<file path="src/rtl/output_collector_fifo_pkg.sv">
// Shared widths and frame geometry for the VGG16 output collector.
// Values here are the defaults picked up by the top level and its interface.
package vgg_out_pkg;

    localparam int DWIDTH       = 32;
    localparam int CWIDTH       = 4;
    localparam int WIDTH        = 56;
    localparam int HEIGHT       = 56;
    localparam int NUM_DATA     = WIDTH * HEIGHT;
    localparam int NUM_IMG      = 1;
    localparam int DEPTH        = 64;
    localparam int AFULL_MARGIN = 4;
    localparam int EWIDTH       = CWIDTH + DWIDTH;

endpackage

</file>
<file path="src/rtl/output_collector_fifo_if.sv">
// Result-stream and drain-side signals of the output collector.
// The master side is upstream plus host drain; the slave side is the collector.
interface output_collector_fifo_if
    import vgg_out_pkg::*;
#(
    parameter int DWIDTH = vgg_out_pkg::DWIDTH,
    parameter int CWIDTH = vgg_out_pkg::CWIDTH,
    parameter int DEPTH  = vgg_out_pkg::DEPTH
);
    localparam int UW = $clog2(DEPTH) + 1;

    logic [DWIDTH-1:0] data_in;
    logic              data_valid_in;
    logic [CWIDTH-1:0] class_in;
    logic              ready_out;
    logic              fifo_rdreq;
    logic [DWIDTH-1:0] fifo_data;
    logic [CWIDTH-1:0] image_class;
    logic              fifo_empty;
    logic [UW-1:0]     fifo_usedw;

    modport master (
        output data_in, data_valid_in, class_in, fifo_rdreq,
        input  ready_out, fifo_data, image_class, fifo_empty, fifo_usedw
    );

    modport slave (
        input  data_in, data_valid_in, class_in, fifo_rdreq,
        output ready_out, fifo_data, image_class, fifo_empty, fifo_usedw
    );

endinterface

</file>
<file path="src/rtl/output_collector_fifo_sync_fifo_fwft.sv">
// Show-ahead synchronous FIFO; callers pass only accepted read/write strobes.
// Head reads 0 while empty so stale storage never reaches the outputs.
module sync_fifo_fwft #(
    parameter int W     = 36,
    parameter int DEPTH = 64
) (
    input  logic                     clk,
    input  logic                     resetn,
    input  logic                     wr_en,
    input  logic [W-1:0]             wr_data,
    input  logic                     rd_en,
    output logic [W-1:0]             rd_data,
    output logic                     full,
    output logic                     empty,
    output logic [$clog2(DEPTH):0]   usedw
);
    localparam int AW = $clog2(DEPTH);

    logic [W-1:0] mem [DEPTH];
    logic [AW:0]  wr_ptr;
    logic [AW:0]  rd_ptr;

    assign empty   = (wr_ptr == rd_ptr);
    assign full    = (wr_ptr[AW] != rd_ptr[AW])
                  && (wr_ptr[AW-1:0] == rd_ptr[AW-1:0]);
    assign usedw   = wr_ptr - rd_ptr;
    assign rd_data = empty ? '0 : mem[rd_ptr[AW-1:0]];

    always_ff @(posedge clk) begin
        if (wr_en) mem[wr_ptr[AW-1:0]] <= wr_data;
    end

    always_ff @(posedge clk or negedge resetn) begin
        if (!resetn) begin
            wr_ptr <= '0;
            rd_ptr <= '0;
        end else begin
            if (wr_en) wr_ptr <= wr_ptr + 1'b1;
            if (rd_en) rd_ptr <= rd_ptr + 1'b1;
        end
    end

endmodule

</file>
<file path="src/rtl/output_collector_fifo.sv">
// Final VGG16 stage: tags result words with their frame class, counts
// pixels and frames, and buffers {class, data} entries for the host drain.
module output_collector_fifo
    import vgg_out_pkg::*;
#(
    parameter int DWIDTH       = vgg_out_pkg::DWIDTH,
    parameter int CWIDTH       = vgg_out_pkg::CWIDTH,
    parameter int WIDTH        = vgg_out_pkg::WIDTH,
    parameter int HEIGHT       = vgg_out_pkg::HEIGHT,
    parameter int NUM_IMG      = vgg_out_pkg::NUM_IMG,
    parameter int DEPTH        = vgg_out_pkg::DEPTH,
    parameter int AFULL_MARGIN = vgg_out_pkg::AFULL_MARGIN
) (
    input  logic                   clk,
    input  logic                   resetn,
    output_collector_fifo_if.slave bus,
    output logic                   frame_done,
    output logic                   all_done,
    output logic                   overflow
);
    localparam int ND = WIDTH * HEIGHT;
    localparam int EW = CWIDTH + DWIDTH;
    localparam int UW = $clog2(DEPTH) + 1;
    localparam int PW = $clog2(ND);
    localparam int IW = $clog2(NUM_IMG + 1);

    logic [PW-1:0]     pix_cnt;
    logic [IW-1:0]     img_cnt;
    logic [CWIDTH-1:0] class_reg;
    logic [CWIDTH-1:0] tag;
    logic              full, empty;
    logic              rd_acc, wr_acc;
    logic              first_px, last_px;
    logic [EW-1:0]     rd_data;
    logic [UW-1:0]     usedw;

    assign rd_acc   = bus.fifo_rdreq & ~empty;
    assign wr_acc   = bus.data_valid_in & ~all_done & (~full | rd_acc);
    assign first_px = (pix_cnt == '0);
    assign last_px  = (pix_cnt == PW'(ND - 1));
    // The first word of a frame is tagged before class_reg has captured it
    assign tag      = first_px ? bus.class_in : class_reg;

    sync_fifo_fwft #(
        .W     (EW),
        .DEPTH (DEPTH)
    ) u_fifo (
        .clk     (clk),
        .resetn  (resetn),
        .wr_en   (wr_acc),
        .wr_data ({tag, bus.data_in}),
        .rd_en   (rd_acc),
        .rd_data (rd_data),
        .full    (full),
        .empty   (empty),
        .usedw   (usedw)
    );

    assign {bus.image_class, bus.fifo_data} = rd_data;
    assign bus.fifo_empty = empty;
    assign bus.fifo_usedw = usedw;
    assign bus.ready_out  = (usedw < UW'(DEPTH - AFULL_MARGIN));

    always_ff @(posedge clk or negedge resetn) begin
        if (!resetn) begin
            pix_cnt    <= '0;
            img_cnt    <= '0;
            class_reg  <= '0;
            frame_done <= 1'b0;
            all_done   <= 1'b0;
            overflow   <= 1'b0;
        end else begin
            frame_done <= wr_acc & last_px;
            if (bus.data_valid_in & ~wr_acc) overflow <= 1'b1;
            if (wr_acc) begin
                if (first_px) class_reg <= bus.class_in;
                if (last_px) begin
                    pix_cnt <= '0;
                    if (img_cnt != IW'(NUM_IMG)) img_cnt <= img_cnt + 1'b1;
                    if (img_cnt == IW'(NUM_IMG - 1)) all_done <= 1'b1;
                end else begin
                    pix_cnt <= pix_cnt + 1'b1;
                end
            end
        end
    end

endmodule

</file>
<file path="src/flat_wrapper.sv">
// flat-port wrapper written by rule: the top's interface ports become plain ports
module output_collector_fifo_flat import vgg_out_pkg::*;
#(
    parameter int DWIDTH       = vgg_out_pkg::DWIDTH,
    parameter int CWIDTH       = vgg_out_pkg::CWIDTH,
    parameter int WIDTH        = vgg_out_pkg::WIDTH,
    parameter int HEIGHT       = vgg_out_pkg::HEIGHT,
    parameter int NUM_IMG      = vgg_out_pkg::NUM_IMG,
    parameter int DEPTH        = vgg_out_pkg::DEPTH,
    parameter int AFULL_MARGIN = vgg_out_pkg::AFULL_MARGIN
)
  (clk, resetn, frame_done, all_done, overflow, bus_data_in, bus_data_valid_in, bus_class_in, bus_fifo_rdreq, bus_ready_out, bus_fifo_data, bus_image_class, bus_fifo_empty, bus_fifo_usedw);
  output_collector_fifo_if #(.DWIDTH(DWIDTH), .CWIDTH(CWIDTH), .DEPTH(DEPTH)) bus_i ();
  input  logic clk;
  input  logic resetn;
  output logic frame_done;
  output logic all_done;
  output logic overflow;
  input wire logic [$bits(bus_i.data_in)-1:0] bus_data_in;
  input wire logic [$bits(bus_i.data_valid_in)-1:0] bus_data_valid_in;
  input wire logic [$bits(bus_i.class_in)-1:0] bus_class_in;
  input wire logic [$bits(bus_i.fifo_rdreq)-1:0] bus_fifo_rdreq;
  output wire logic [$bits(bus_i.ready_out)-1:0] bus_ready_out;
  output wire logic [$bits(bus_i.fifo_data)-1:0] bus_fifo_data;
  output wire logic [$bits(bus_i.image_class)-1:0] bus_image_class;
  output wire logic [$bits(bus_i.fifo_empty)-1:0] bus_fifo_empty;
  output wire logic [$bits(bus_i.fifo_usedw)-1:0] bus_fifo_usedw;
  assign bus_i.data_in = bus_data_in;
  assign bus_i.data_valid_in = bus_data_valid_in;
  assign bus_i.class_in = bus_class_in;
  assign bus_i.fifo_rdreq = bus_fifo_rdreq;
  assign bus_ready_out = bus_i.ready_out;
  assign bus_fifo_data = bus_i.fifo_data;
  assign bus_image_class = bus_i.image_class;
  assign bus_fifo_empty = bus_i.fifo_empty;
  assign bus_fifo_usedw = bus_i.fifo_usedw;
  output_collector_fifo #(.DWIDTH(DWIDTH), .CWIDTH(CWIDTH), .WIDTH(WIDTH), .HEIGHT(HEIGHT), .NUM_IMG(NUM_IMG), .DEPTH(DEPTH), .AFULL_MARGIN(AFULL_MARGIN)) u_core (.clk(clk), .resetn(resetn), .bus(bus_i), .frame_done(frame_done), .all_done(all_done), .overflow(overflow));
endmodule
</file>
<file path="config.mk">
export PLATFORM = sky130hd
export DESIGN_NAME = output_collector_fifo_flat
export DESIGN_NICKNAME = d
export VERILOG_FILES = /design/src/rtl/output_collector_fifo_pkg.sv /design/src/rtl/output_collector_fifo_if.sv /design/src/rtl/output_collector_fifo_sync_fifo_fwft.sv /design/src/rtl/output_collector_fifo.sv /design/src/flat_wrapper.sv
export SDC_FILE = /design/constraint.sdc
export NUM_CORES = 2
export LEC_CHECK = 0
export ABC_AREA = 0
export ABC_CLOCK_PERIOD_IN_PS = 7750
export BUFFER_PORTS_ARGS = -buffer_cell sky130_fd_sc_hd__buf_4
export CELL_PAD_IN_SITES_DETAIL_PLACEMENT = 1
export CELL_PAD_IN_SITES_GLOBAL_PLACEMENT = 1
export CORE_MARGIN = 2
export CORE_UTILIZATION = 60
export CTS_BUF_LIST = sky130_fd_sc_hd__clkbuf_8
export CTS_CLUSTER_DIAMETER = 40
export DETAILED_ROUTE_END_ITERATION = 10
export PLACE_DENSITY_LB_ADDON = 0.05
export SLEW_MARGIN = 20
export SYNTH_ARGS = -nofsm -noshare
export SYNTH_HDL_FRONTEND = slang
export SYNTH_SLANG_ARGS = --single-unit
</file>
<file path="constraint.sdc">
create_clock -name clk -period 7.75 [get_ports clk]
set_clock_uncertainty 0.15 [all_clocks]
set_input_delay 0 -clock clk [delete_from_list [all_inputs] [get_ports clk]]
set_output_delay 0 -clock clk [all_outputs]
set_load 0.03 [all_outputs]
</file>
==> impl_metrics.yaml <==
status:
  status: "finished clean"
clock_network:
  clk_latency_ns: 1.09
  cts-buffers-inserted: 387
  cts-root-buf: "clkbuf_8"
  path_clk_slew_ns: 0.07
  cts_sinks: 2338
  cts_tree: "built"
  htreeDepth: 5
  post-cts-setup-buffers: 0
  cts_max_path_buffers: 4
yosys:
  synth_nets: 3987
  synth.most_common_cell: "edfxtp_1"
  syn-instance-count: 3936
  yosys_warnings: 0
  yosysTopAreaCellShare_pct: 77.36
  yosysTopAreaCell: "edfxtp_1"
  synth_edf_count: 2304
  synth_flop_cell: "edfxtp_1"
  yosysUniqueCellTypes: 61
  syn_area_per_cell_um2: 22.72
  yosys_register_bits: 2338
  ys_top_cells_by_count: "2,304 x edfxtp_1, 566 x mux4_2, 150 x nand2_1, 149 x mux2i_1, 89 x nor2_1"
  synth_area_um2: 89430
  synth.area.top_cells: "edfxtp_1 77%, mux4_2 14%, mux2i_1 1.7%"
  async_flop_share_pct: 1.454
  yosysSeqAreaShare_pct: 78.32
sta:
  setup_viol: 0
  max_slew_margin_pct: 20.65
  layout_setup_ws_ns: 1.889
  whs_ns: 0.05893
  worstMarginPinSlew_ns: 1.190
  fin_crit_ns: 5.861
  grt_setup_unrepaired: "false"
  max_freq_ghz: 0.1706
  final-hold-violation-count: 0
  fin_setup_tns_ns: 0
  fin_crit_sh_pct: 75.63
  drv_slew: 0
routing:
  drt_pass1_iterations: 5
  drc_errors: 0
  drtAntennaViolNets: 0
  first_iter_violations: 6305
  num_vias: 46890
  drt-vias-per-instance: 7.046
  drt_wl_total_um: 269100
  wl_per_cell_um: 40.45
worst_hold_path:
  holdPathEnd: "u_core.u_fifo.wr_ptr[1]"
  holdPathStages: 6
  holdCritPathClass: "input pin to flop"
  hp-start: "bus_fifo_rdreq"
pwr:
  seq_power_share_pct: 40.2
  internal-power_mw: 23.39
  powerDensity_nw_per_um2: 343.9
  p_switching_mw: 11.63
  clockPowerShare_pct: 29.2
  swShare_pct: 33.20
  leakage_nw: 32.83
  combPwrFrac_pct: 30.6
  vdd_ir_drop_max_uv: 323.5
critical_path:
  cpPeakStageDelay_ns: 0.97
  worstPathMaxFanout: 120
  cp-startpoint: "u_core.u_fifo.rd_ptr[1]"
  worstReg2RegEnd: "u_core.u_fifo.mem[10][34]"
  path_buf_inv: 3
  r2r_slack_ns: 2.25
  cp.arrival_ns: 5.71
  reg2reg_from: "u_core.u_fifo.rd_ptr[1]"
  critPathRequiredTime_ns: 7.60
  critical_path.cell_chain: "buf_12, buf_4, mux4_2, o22ai_1, a211oi_1, a22o_1, buf_4"
  crit_family: "buffers and inverters"
  cpMostUsedCell: "buf_4"
  reg2regPathDepth: 9
  cp-start-kind: "flop"
  cp_slowest_cell: "dfrtp_4"
  cp-end-kind: "primary output"
  critPathKind: "flop to primary output"
job:
  maxCapViolCount: 0
layout:
  multi_input_area_um2: 18830
  drive_above_1_share_pct: 29.05
  fillers: 11360
  nets: 4484
  final_util_pct: 68.87
  largest_reg_flops: 2304
  seq_area_um2: 70050
  syn2layout_area_growth_pct: 13.86
floorplan:
  initial_core_util_pct: 60.49
  die_width_um: 390.1
  fp.dieArea_um2: 152200
  fp-row-count: 141
  ios: 88
  core_area_um2: 147800
  die_y_um: 390.1
placement:
  dp_hpwl_um: 150900
  place_congestion: 0.8329
  port_buffers: 87
  dp_slack_ns: 2.394
global_routing:
  gr-total-overflow: 0
  grt_pass1_vias: 48800
  grt_max_degree: 143
  antenna_found_initial: 14
  grt_pass1_wl_um: 378300
  grt_use_total_pct: 36.21
-- power by group through the flow --
stage,registers (mW),logic [mW],clock network (mW)
finish,14.1,10.7,10.2
global route,14.1,11.1,10.8
CTS,14.1,10.7,10.3
detailed placement,14.3,10.6,0
global placement,14.3,10.4,0
floorplan,14.2,6.82,0
-- per-stage QoR --
stage          instance area, um2  cells  power [mW]
6_report                   101800   6654       35.01
5_1_grt                    101800   6651       35.96
4_1_cts                    101700   6643       35.02
3_5_place_dp                93130   5863       24.89
3_3_place_gp                93040   5860       24.69
2_1_floorplan               89430   3936       21.02
-- worst max-delay path by stage --
stage / endpoint / slack (ns) / depth (start not counted)
finish: bus_fifo_data[21] / 1.89 / 7
global route: bus_image_class[2] / 1.55 / 8
CTS: bus_image_class[2] / 1.74 / 8
detailed placement: u_core.u_fifo.mem[43][6] / 2.39 / 9
global placement: u_core.u_fifo.mem[43][7] / 2.53 / 9
floorplan: u_core.u_fifo.mem[31][0] / 3.05 / 9
-- layer usage --
metal	vias to the layer above	part of all wire [%]	track usage [%]
li1	17850	-	-
met5	-	0.0085	0
met3	612	11	8.530
met2	3295	47	55.33
met1	25130	37	50.95
met4	4	4.7	15.72
-- cell usage in the layout (no fill, tap or decap), types with 5 or more instances in the layout --
cell type      netlist  routed
buf_16               0      28
buf_4               24     195
a32oi_1             28      28
nand3b_1             5       5
and3_1              16      16
clkinvlp_4           0       6
nand3_1             16      16
clkbuf_8             0     397
nand2_1            150     150
buf_12               0      18
a21oi_1             12      12
o21ai_1             23      23
xor2_1               5       5
clkinv_2             0      42
nor2_4               0      68
o21ai_0              7       7
o22ai_1             76      76
dlygate4sd3_1        0      79
nor2_1              89      19
a22o_1              25      25
dfrtp_1             34      30
bufinv_16            0      17
mux4_2             566     566
nand4_1              6       6
a32o_1              11      11
a22oi_1             14      14
clkinv_1             0      91
nor3_1               7       6
diode_2              0       8
a211oi_1            68      67
xnor2_1             18      18
ha_1                10      10
edfxtp_1          2304    2304
mux2i_1            149     149
o32ai_1              7       7
inv_1               10     122
o41ai_1             11      10
-- kinds of logic after synthesis --
group           Yosys count  share of synthesized area, %
compound gates          309                         2.548
xor+xnor                 23                        0.2253
simple gates            309                         1.483
mux                     721                         16.00
fa+ha+maj                11                        0.1623
flops                  2338                         78.32
buf+inv                 225                         1.269
-- layout make-up --
| cell class | count | area share, % |
|---|---|---|
| sequential | 2338 | 68.80 |
| multi-input combinational | 1373 | 18.49 |
| clock buffer | 397 | 5.366 |
| timing repair buffer | 321 | 3.340 |
| tap | 1930 | 2.372 |
| clock inverter | 275 | 1.563 |
| inverter | 12 | 0.05161 |
| antenna | 8 | 0.01966 |
-- tightest hold or removal path, cell delays in order --
cell and delay, ns:
dlygate4sd3_1 0.53, buf_4 0.20, o41ai_4 0.10, buf_4 0.22, nand2_1 0.10, nand2_1 0.05
-- timing repair --
| action | 4_1_cts | 5_1_grt |
|---|---|---|
| gates resized for setup | 0 | 0 |
| hold buffers | 108 | 0 |
| endpoints found under the hold margin | 2370 | 0 |
No activity file was read; power rests on OpenSTA's default activity.
